### src/rtl/kbd_port_if.sv
// CPU port bus between the I/O decoder and the keyboard port.
//   pa        : CPU port address
//   pr        : CPU port read strobe (level, may span several cycles)
//   port_data : read data for the addressed port
//   port_hit  : address matches 0060h or 0064h
//   irq       : keyboard interrupt request (IRQ1 source)
interface kbd_port_if;
    logic [15:0] pa;
    logic        pr;
    logic [7:0]  port_data;
    logic        port_hit;
    logic        irq;

    modport master (output pa, output pr, input port_data, input port_hit, input irq);
    modport slave  (input pa, input pr, output port_data, output port_hit, output irq);
endinterface

### src/rtl/kbd_port.sv
// PS/2 keyboard receiver with scan-code FIFO and CPU port responder
// (0060h data, 0064h status).
//   clock   : 25 MHz system clock, posedge
//   reset_n : synchronous active-low reset
//   ps2_clk : raw PS/2 clock line (asynchronous)
//   ps2_dat : raw PS/2 data line (asynchronous)
//   bus     : CPU port bus (pa, pr in; port_data, port_hit, irq out)
module kbd_port #(
    parameter int unsigned DEPTH   = 8,
    parameter int unsigned TIMEOUT = 50000
) (
    input  logic        clock,
    input  logic        reset_n,
    input  logic        ps2_clk,
    input  logic        ps2_dat,
    kbd_port_if.slave   bus
);
    localparam int unsigned PTR_W = $clog2(DEPTH);
    localparam int unsigned CNT_W = PTR_W + 1;
    localparam int unsigned TO_W  = $clog2(TIMEOUT);

    localparam logic [1:0] S_IDLE   = 2'd0;
    localparam logic [1:0] S_DATA   = 2'd1;
    localparam logic [1:0] S_PARITY = 2'd2;
    localparam logic [1:0] S_STOP   = 2'd3;

    logic             clk_s1_q, clk_s2_q, clk_s3_q, dat_s1_q, dat_s2_q;
    logic [1:0]       state_q, state_d;
    logic [2:0]       bitcnt_q, bitcnt_d;
    logic [7:0]       shift_q, shift_d;
    logic             par_q, par_d;
    logic [TO_W-1:0]  to_q, to_d;
    logic [PTR_W-1:0] rd_ptr_q, rd_ptr_d, wr_ptr_q, wr_ptr_d;
    logic [CNT_W-1:0] count_q, count_d;
    logic             perr_q, perr_d, ovr_q, ovr_d;
    logic [7:0]       last_q, last_d;
    logic             pr_q, irq_q, irq_d;
    logic [7:0]       mem_q [DEPTH];

    logic fall, dat, rd_pulse, hit_data, hit_stat, empty, full, pop;
    logic push_req, push_ok, perr_set, ovr_set, stat_clr;
    logic [7:0] port_data_c;
    logic       port_hit_c;

    assign fall     = clk_s3_q & ~clk_s2_q;
    assign dat      = dat_s2_q;
    assign rd_pulse = bus.pr & ~pr_q;
    assign hit_data = (bus.pa == 16'h0060);
    assign hit_stat = (bus.pa == 16'h0064);
    assign empty    = (count_q == '0);
    assign full     = (count_q == CNT_W'(DEPTH));
    assign pop      = rd_pulse & hit_data & ~empty;
    assign stat_clr = rd_pulse & hit_stat;

    // Frame receiver with inactivity timeout
    always_comb begin
        state_d  = state_q;
        bitcnt_d = bitcnt_q;
        shift_d  = shift_q;
        par_d    = par_q;
        to_d     = '0;
        push_req = 1'b0;
        perr_set = 1'b0;
        if (state_q != S_IDLE && !fall) to_d = to_q + TO_W'(1);
        case (state_q)
            S_IDLE: begin
                if (fall && !dat) begin
                    state_d  = S_DATA;
                    bitcnt_d = 3'd0;
                end
            end
            S_DATA: begin
                if (fall) begin
                    shift_d  = {dat, shift_q[7:1]};
                    bitcnt_d = bitcnt_q + 3'd1;
                    if (bitcnt_q == 3'd7) state_d = S_PARITY;
                end
            end
            S_PARITY: begin
                if (fall) begin
                    par_d   = dat;
                    state_d = S_STOP;
                end
            end
            S_STOP: begin
                if (fall) begin
                    state_d = S_IDLE;
                    // A low stop bit is a framing error and is dropped silently
                    if (dat) begin
                        if (^{shift_q, par_q}) push_req = 1'b1;
                        else                   perr_set = 1'b1;
                    end
                end
            end
            default: state_d = S_IDLE;
        endcase
        if (state_q != S_IDLE && !fall && to_q == TO_W'(TIMEOUT - 1)) begin
            state_d = S_IDLE;
            to_d    = '0;
        end
    end

    // FIFO bookkeeping; a same-cycle pop makes room for a push into a full FIFO
    always_comb begin
        push_ok  = push_req & (~full | pop);
        ovr_set  = push_req & full & ~pop;
        wr_ptr_d = push_ok ? wr_ptr_q + PTR_W'(1) : wr_ptr_q;
        rd_ptr_d = pop ? rd_ptr_q + PTR_W'(1) : rd_ptr_q;
        count_d  = count_q;
        if (push_ok && !pop)      count_d = count_q + CNT_W'(1);
        else if (!push_ok && pop) count_d = count_q - CNT_W'(1);
        last_d   = pop ? mem_q[rd_ptr_q] : last_q;
        // Setting a flag wins over a status-read clear in the same cycle
        perr_d   = (perr_q & ~stat_clr) | perr_set;
        ovr_d    = (ovr_q & ~stat_clr) | ovr_set;
        irq_d    = ~empty;
    end

    // Port read mux
    always_comb begin
        port_data_c = 8'hFF;
        port_hit_c  = 1'b0;
        if (!reset_n) begin
            port_data_c = 8'h00;
        end else if (hit_data) begin
            port_hit_c  = 1'b1;
            port_data_c = empty ? last_q : mem_q[rd_ptr_q];
        end else if (hit_stat) begin
            port_hit_c  = 1'b1;
            port_data_c = {perr_q, ovr_q, 3'b000, 1'b1, 1'b0, ~empty};
        end
    end

    assign bus.port_data = port_data_c;
    assign bus.port_hit  = port_hit_c;
    assign bus.irq       = irq_q;

    always_ff @(posedge clock) begin
        if (!reset_n) begin
            clk_s1_q <= 1'b1;
            clk_s2_q <= 1'b1;
            clk_s3_q <= 1'b1;
            dat_s1_q <= 1'b1;
            dat_s2_q <= 1'b1;
            state_q  <= S_IDLE;
            bitcnt_q <= '0;
            shift_q  <= '0;
            par_q    <= 1'b0;
            to_q     <= '0;
            rd_ptr_q <= '0;
            wr_ptr_q <= '0;
            count_q  <= '0;
            perr_q   <= 1'b0;
            ovr_q    <= 1'b0;
            last_q   <= '0;
            pr_q     <= 1'b0;
            irq_q    <= 1'b0;
        end else begin
            clk_s1_q <= ps2_clk;
            clk_s2_q <= clk_s1_q;
            clk_s3_q <= clk_s2_q;
            dat_s1_q <= ps2_dat;
            dat_s2_q <= dat_s1_q;
            state_q  <= state_d;
            bitcnt_q <= bitcnt_d;
            shift_q  <= shift_d;
            par_q    <= par_d;
            to_q     <= to_d;
            rd_ptr_q <= rd_ptr_d;
            wr_ptr_q <= wr_ptr_d;
            count_q  <= count_d;
            perr_q   <= perr_d;
            ovr_q    <= ovr_d;
            last_q   <= last_d;
            pr_q     <= bus.pr;
            irq_q    <= irq_d;
        end
    end

    // FIFO storage
    always_ff @(posedge clock) begin
        if (reset_n && push_ok) mem_q[wr_ptr_q] <= shift_q;
    end
endmodule

### src/flat_wrapper.sv
// flat-port wrapper written by rule: the top's interface ports become plain ports
module kbd_port_flat 
#(
    parameter int unsigned DEPTH   = 8,
    parameter int unsigned TIMEOUT = 50000
)
  (clock, reset_n, ps2_clk, ps2_dat, bus_pa, bus_pr, bus_port_data, bus_port_hit, bus_irq);
  kbd_port_if bus_i ();
  input  logic clock;
  input  logic reset_n;
  input  logic ps2_clk;
  input  logic ps2_dat;
  input wire logic [$bits(bus_i.pa)-1:0] bus_pa;
  input wire logic [$bits(bus_i.pr)-1:0] bus_pr;
  output wire logic [$bits(bus_i.port_data)-1:0] bus_port_data;
  output wire logic [$bits(bus_i.port_hit)-1:0] bus_port_hit;
  output wire logic [$bits(bus_i.irq)-1:0] bus_irq;
  assign bus_i.pa = bus_pa;
  assign bus_i.pr = bus_pr;
  assign bus_port_data = bus_i.port_data;
  assign bus_port_hit = bus_i.port_hit;
  assign bus_irq = bus_i.irq;
  kbd_port #(.DEPTH(DEPTH), .TIMEOUT(TIMEOUT)) u_core (.clock(clock), .reset_n(reset_n), .ps2_clk(ps2_clk), .ps2_dat(ps2_dat), .bus(bus_i));
endmodule
### config.mk
export PLATFORM = sky130hd
export DESIGN_NAME = kbd_port_flat
export DESIGN_NICKNAME = d
export VERILOG_FILES = /design/src/rtl/kbd_port_if.sv /design/src/rtl/kbd_port.sv /design/src/flat_wrapper.sv
export SDC_FILE = /design/constraint.sdc
export NUM_CORES = 1
export LEC_CHECK = 0
export CORE_ASPECT_RATIO = 1.75
export CORE_UTILIZATION = 36
export DETAILED_ROUTE_END_ITERATION = 8
export PLACE_DENSITY_LB_ADDON = 0.25
export SYNTH_ARGS = -nofsm -noshare
export SYNTH_HDL_FRONTEND = slang
export SYNTH_SLANG_ARGS = --single-unit
### constraint.sdc
create_clock -name clock -period 3 [get_ports clock]
set_input_delay 0.6 -clock clock [delete_from_list [all_inputs] [get_ports clock]]
set_output_delay 0.6 -clock clock [all_outputs]
set_load 0.05 [all_outputs]
==> flow_metrics.tcl <==
set metrics [dict create \
    async_flop_share_pct 0 \
    yosysSeqAreaShare_pct 58.0 \
    hp-start "u_core.clk_s1_q" \
    core_area_um2 14500 \
    finalSetupViolations 0 \
    p_int_w 0.00309 \
    p_per_area_nw_per_um2 570 \
    drive_above_1_share_pct 22.7 \
    clk_latency_ns 0.40 \
    route.met3.wl_um 227 \
    rows 58 \
    ys_types 53 \
    timing.final.crit_share_pct 97.3 \
    wl_per_cell_um 16.2 \
    worst-endpoint-arrival_ns 2.32 \
    antenna_found_initial 0 \
    holdWs_ns 0.410 \
    drc_errors 0 \
    fin_cells 692 \
    dieHeight_um 164 \
    netlist_area_um2 5390 \
    drt_iter0_drc 146 \
    place_area_um2 6270 \
    p_leak_nw 2.48 \
    clk_pin_slew_ns 0.06 \
    ctsLongestPathBuffers 2 \
    place_congestion 0.753 \
    grt_max_degree 30 \
    switching_share_pct 21.6 \
    cap_viol_max_count 0 \
    syn2layout_area_growth_pct 28.4 \
    worst-path-max-fanout 16 \
    holdCritPathClass "reg2reg" \
    cp.depth 7 \
    dr.max_layer_used "met4" \
    crit_chain "buf_12, buf_4, mux4_2, mux2_2, o21ai_1, a31oi_1, buf_12" \
    critPathTopFamily "multiplexers" \
    layout_common_cells "nor2_1, edfxtp_1, dfxtp_1" \
    drt-vias-per-instance 5.11 \
    r2r-end "u_core.count_q[3]" \
    grt_usage_pct 16.0 \
    r2r_slack_ns 0.17 \
    io_pins 31 \
    period_needed_ns 2.92 \
    first_pass_iters 4 \
    synth_ff_type "edfxtp_1" \
    antenna_cells 0 \
    ir_worst_vdd_uv 467 \
    yosys_register_bits 124 \
    detail-route-antenna-nets 0 \
    path_class "reg2out" \
    cts_max_level 4 \
    synth-edff-count 64 \
    worstSetupStartpointType "flop" \
    grt_pass1_wl_um 18200 \
    start_util_pct 37.1 \
    n_fill_cell 1313 \
    dieArea_um2 15500 \
    wl_um 11200 \
    cts_buffers 17 \
    worst_setup_path_end_kind "output port" \
    dp_hpwl_um 8050 \
    crit_buf_inv 3 \
    power_frac_clock_pct 49.7 \
    hold_end "u_core.clk_s2_q" \
    status "complete, no violations" \
    required_ns 2.40 \
    multi_input_area_um2 2170 \
    stdcell_area_um2 6920 \
    fin_skew_ns 0.0112 \
    clock.fmax_mhz 343 \
    hold_viol 0 \
    seq_power_share_pct 45.3 \
    tightest_slew_ns 0.495 \
    register_area_um2 3130 \
    timing.rr.start "u_core.shift_q[6]" \
    wl_met1_um 4060 \
    final_util_pct 47.7 \
    ff2ff_path_depth 12 \
    grt_overflow 0 \
    rsz0062_at_grt "true" \
    place.port_buffers 30 \
    cts_tree "yes" \
    cp_common_cell "buf_12" \
    hold_depth 1 \
    grt_pass1_vias 3621 \
    wl_met2_um 6770 \
    crit_slowest_cell "mux4_2" \
    nNetsFinal 533 \
    dr_total_vias 3533 \
    syn_avg_cell_area_um2 12.5 \
    drv_slew 0 \
    switchingPower_w 0.000854 \
    synthesis.nets 465 \
    slew_headroom_pct 66.9 \
    yosysWarnings 0 \
    dieWidth_um 94.5 \
    synth_cells 431 \
    cts.sinks 124 \
    root_buffer "clkbuf_16" \
    critPathMaxStageDelay_ns 0.47 \
    pwr-share-comb_pct 4.9 \
    cts_hold_buffers 0 \
    placed_cells 654 \
]
sequential cells by signal, summed over array words and instances, names as in the netlist, named ones only:
register and cells:
u_core.bitcnt_q 3, u_core.bus.irq 1, u_core.clk_s1_q 1, u_core.clk_s2_q 1, u_core.clk_s3_q 1, u_core.count_q 4, u_core.dat 1, u_core.dat_s1_q 1
u_core.last_q 8, u_core.mem_q 64, u_core.ovr_q 1, u_core.par_q 1, u_core.perr_q 1, u_core.pr_q 1, u_core.rd_ptr_q 3, u_core.shift_q 8
u_core.state_q 2, u_core.to_q 16, u_core.wr_ptr_q 3
cell families (layout without fill, tap and decap cells):
| logic type | count (synthesis) | in the layout | share of synthesized area [%] |
|---|---|---|---|
| xor+xnor | 23 | 23 | 4.30 |
| mux | 45 | 45 | 12.4 |
| simple gates | 156 | 156 | 15.0 |
| flops | 124 | 124 | 58.0 |
| compound gates | 41 | 41 | 4.51 |
| buf+inv | 29 | 110 | 2.60 |
| fa+ha+maj | 13 | 13 | 3.16 |
layout make-up:
| cell class | count | area share [%] |
|---|---|---|
| Clock buffer | 18 | 6.20 |
| Tap cell | 180 | 3.25 |
| Inverter | 11 | 0.597 |
| Timing Repair Buffer | 67 | 11.3 |
| Sequential cell | 124 | 45.2 |
| Multi-Input combinational cell | 278 | 31.3 |
| Clock inverter | 14 | 2.08 |
metal layers:
metal / up-vias / GRT usage, %
li1: 1714 / -
met1: 1769 / 15.5
met2: 41 / 31.3
met3: 9 / 3.89
met4: 0 / 6.61
met5: - / 0
per-stage QoR:
step / worst slack [ns] / total power (W) / TNS (ns)
final: 0.0808 / 0.00395 / 0
after floorplan: -0.0663 / 0.00194 / -0.0663
after global placement: -0.362 / 0.00202 / -0.694
after global routing: -0.0208 / 0.00409 / -0.0320
after CTS: 0.0236 / 0.00399 / 0
after detailed placement: -0.448 / 0.00202 / -1.17
cells in the mapped netlist, types with 2 or more instances:
master,number,area share [%]
edfxtp_1,64,36
nor2_1,64,4.5
dfxtp_1,60,22
mux2i_1,22,4.1
nand2_1,21,1.5
a21oi_1,17,1.6
mux4_2,16,6.7
xnor2_1,15,2.4
ha_1,12,2.8
nand3_1,11,1.0
inv_1,10,0.70
nor3_1,10,0.93
clkbuf_1,9,0.63
nand2b_1,9,1.0
and3_1,8,0.93
a31oi_1,6,0.70
mux2_2,6,1.3
o21ai_0,6,0.56
xor2_1,6,0.98
nand4_1,5,0.58
and3b_1,4,0.65
o21ai_1,4,0.37
or3_1,4,0.46
buf_2,3,0.28
nor2b_1,3,0.35
or4_1,3,0.42
a22oi_1,2,0.28
buf_4,2,0.28
nor4_1,2,0.23
nor4_4,2,0.79
nor4b_1,2,0.33
xnor3_2,2,0.88
worst max path at each step:
stage	startpoint	endpoint	slack (ns)
3_5_place_dp	bus_pa[4]	u_core.count_q[3]	-0.45
6_report	flop	bus_port_data[5]	0.08
3_3_place_gp	bus_pa[1]	u_core.count_q[3]	-0.36
4_1_cts	bus_pa[1]	u_core.count_q[3]	0.02
5_1_grt	bus_pa[10]	u_core.count_q[3]	-0.02
2_1_floorplan	bus_pa[10]	u_core.count_q[3]	-0.07
power groups by stage:
| stage | clock, W | combinational [W] | sequential, W |
|---|---|---|---|
| 6_report | 0.00196 | 0.000195 | 0.00179 |
| 5_1_grt | 0.00209 | 0.000211 | 0.00179 |
| 4_1_cts | 0.00201 | 0.000197 | 0.00179 |
| 3_5_place_dp | 0 | 0.000196 | 0.00183 |
| 3_3_place_gp | 0 | 0.000191 | 0.00182 |
| 2_1_floorplan | 0 | 0.000113 | 0.00182 |
what timing repair did:
item                                    CTS  global route
pin swaps                                 0             1
buffers inserted                          0             6
gates resized for setup                   3             8
endpoints found under the setup margin    2            10
Note: power is estimated with default switching activity, not from simulation.
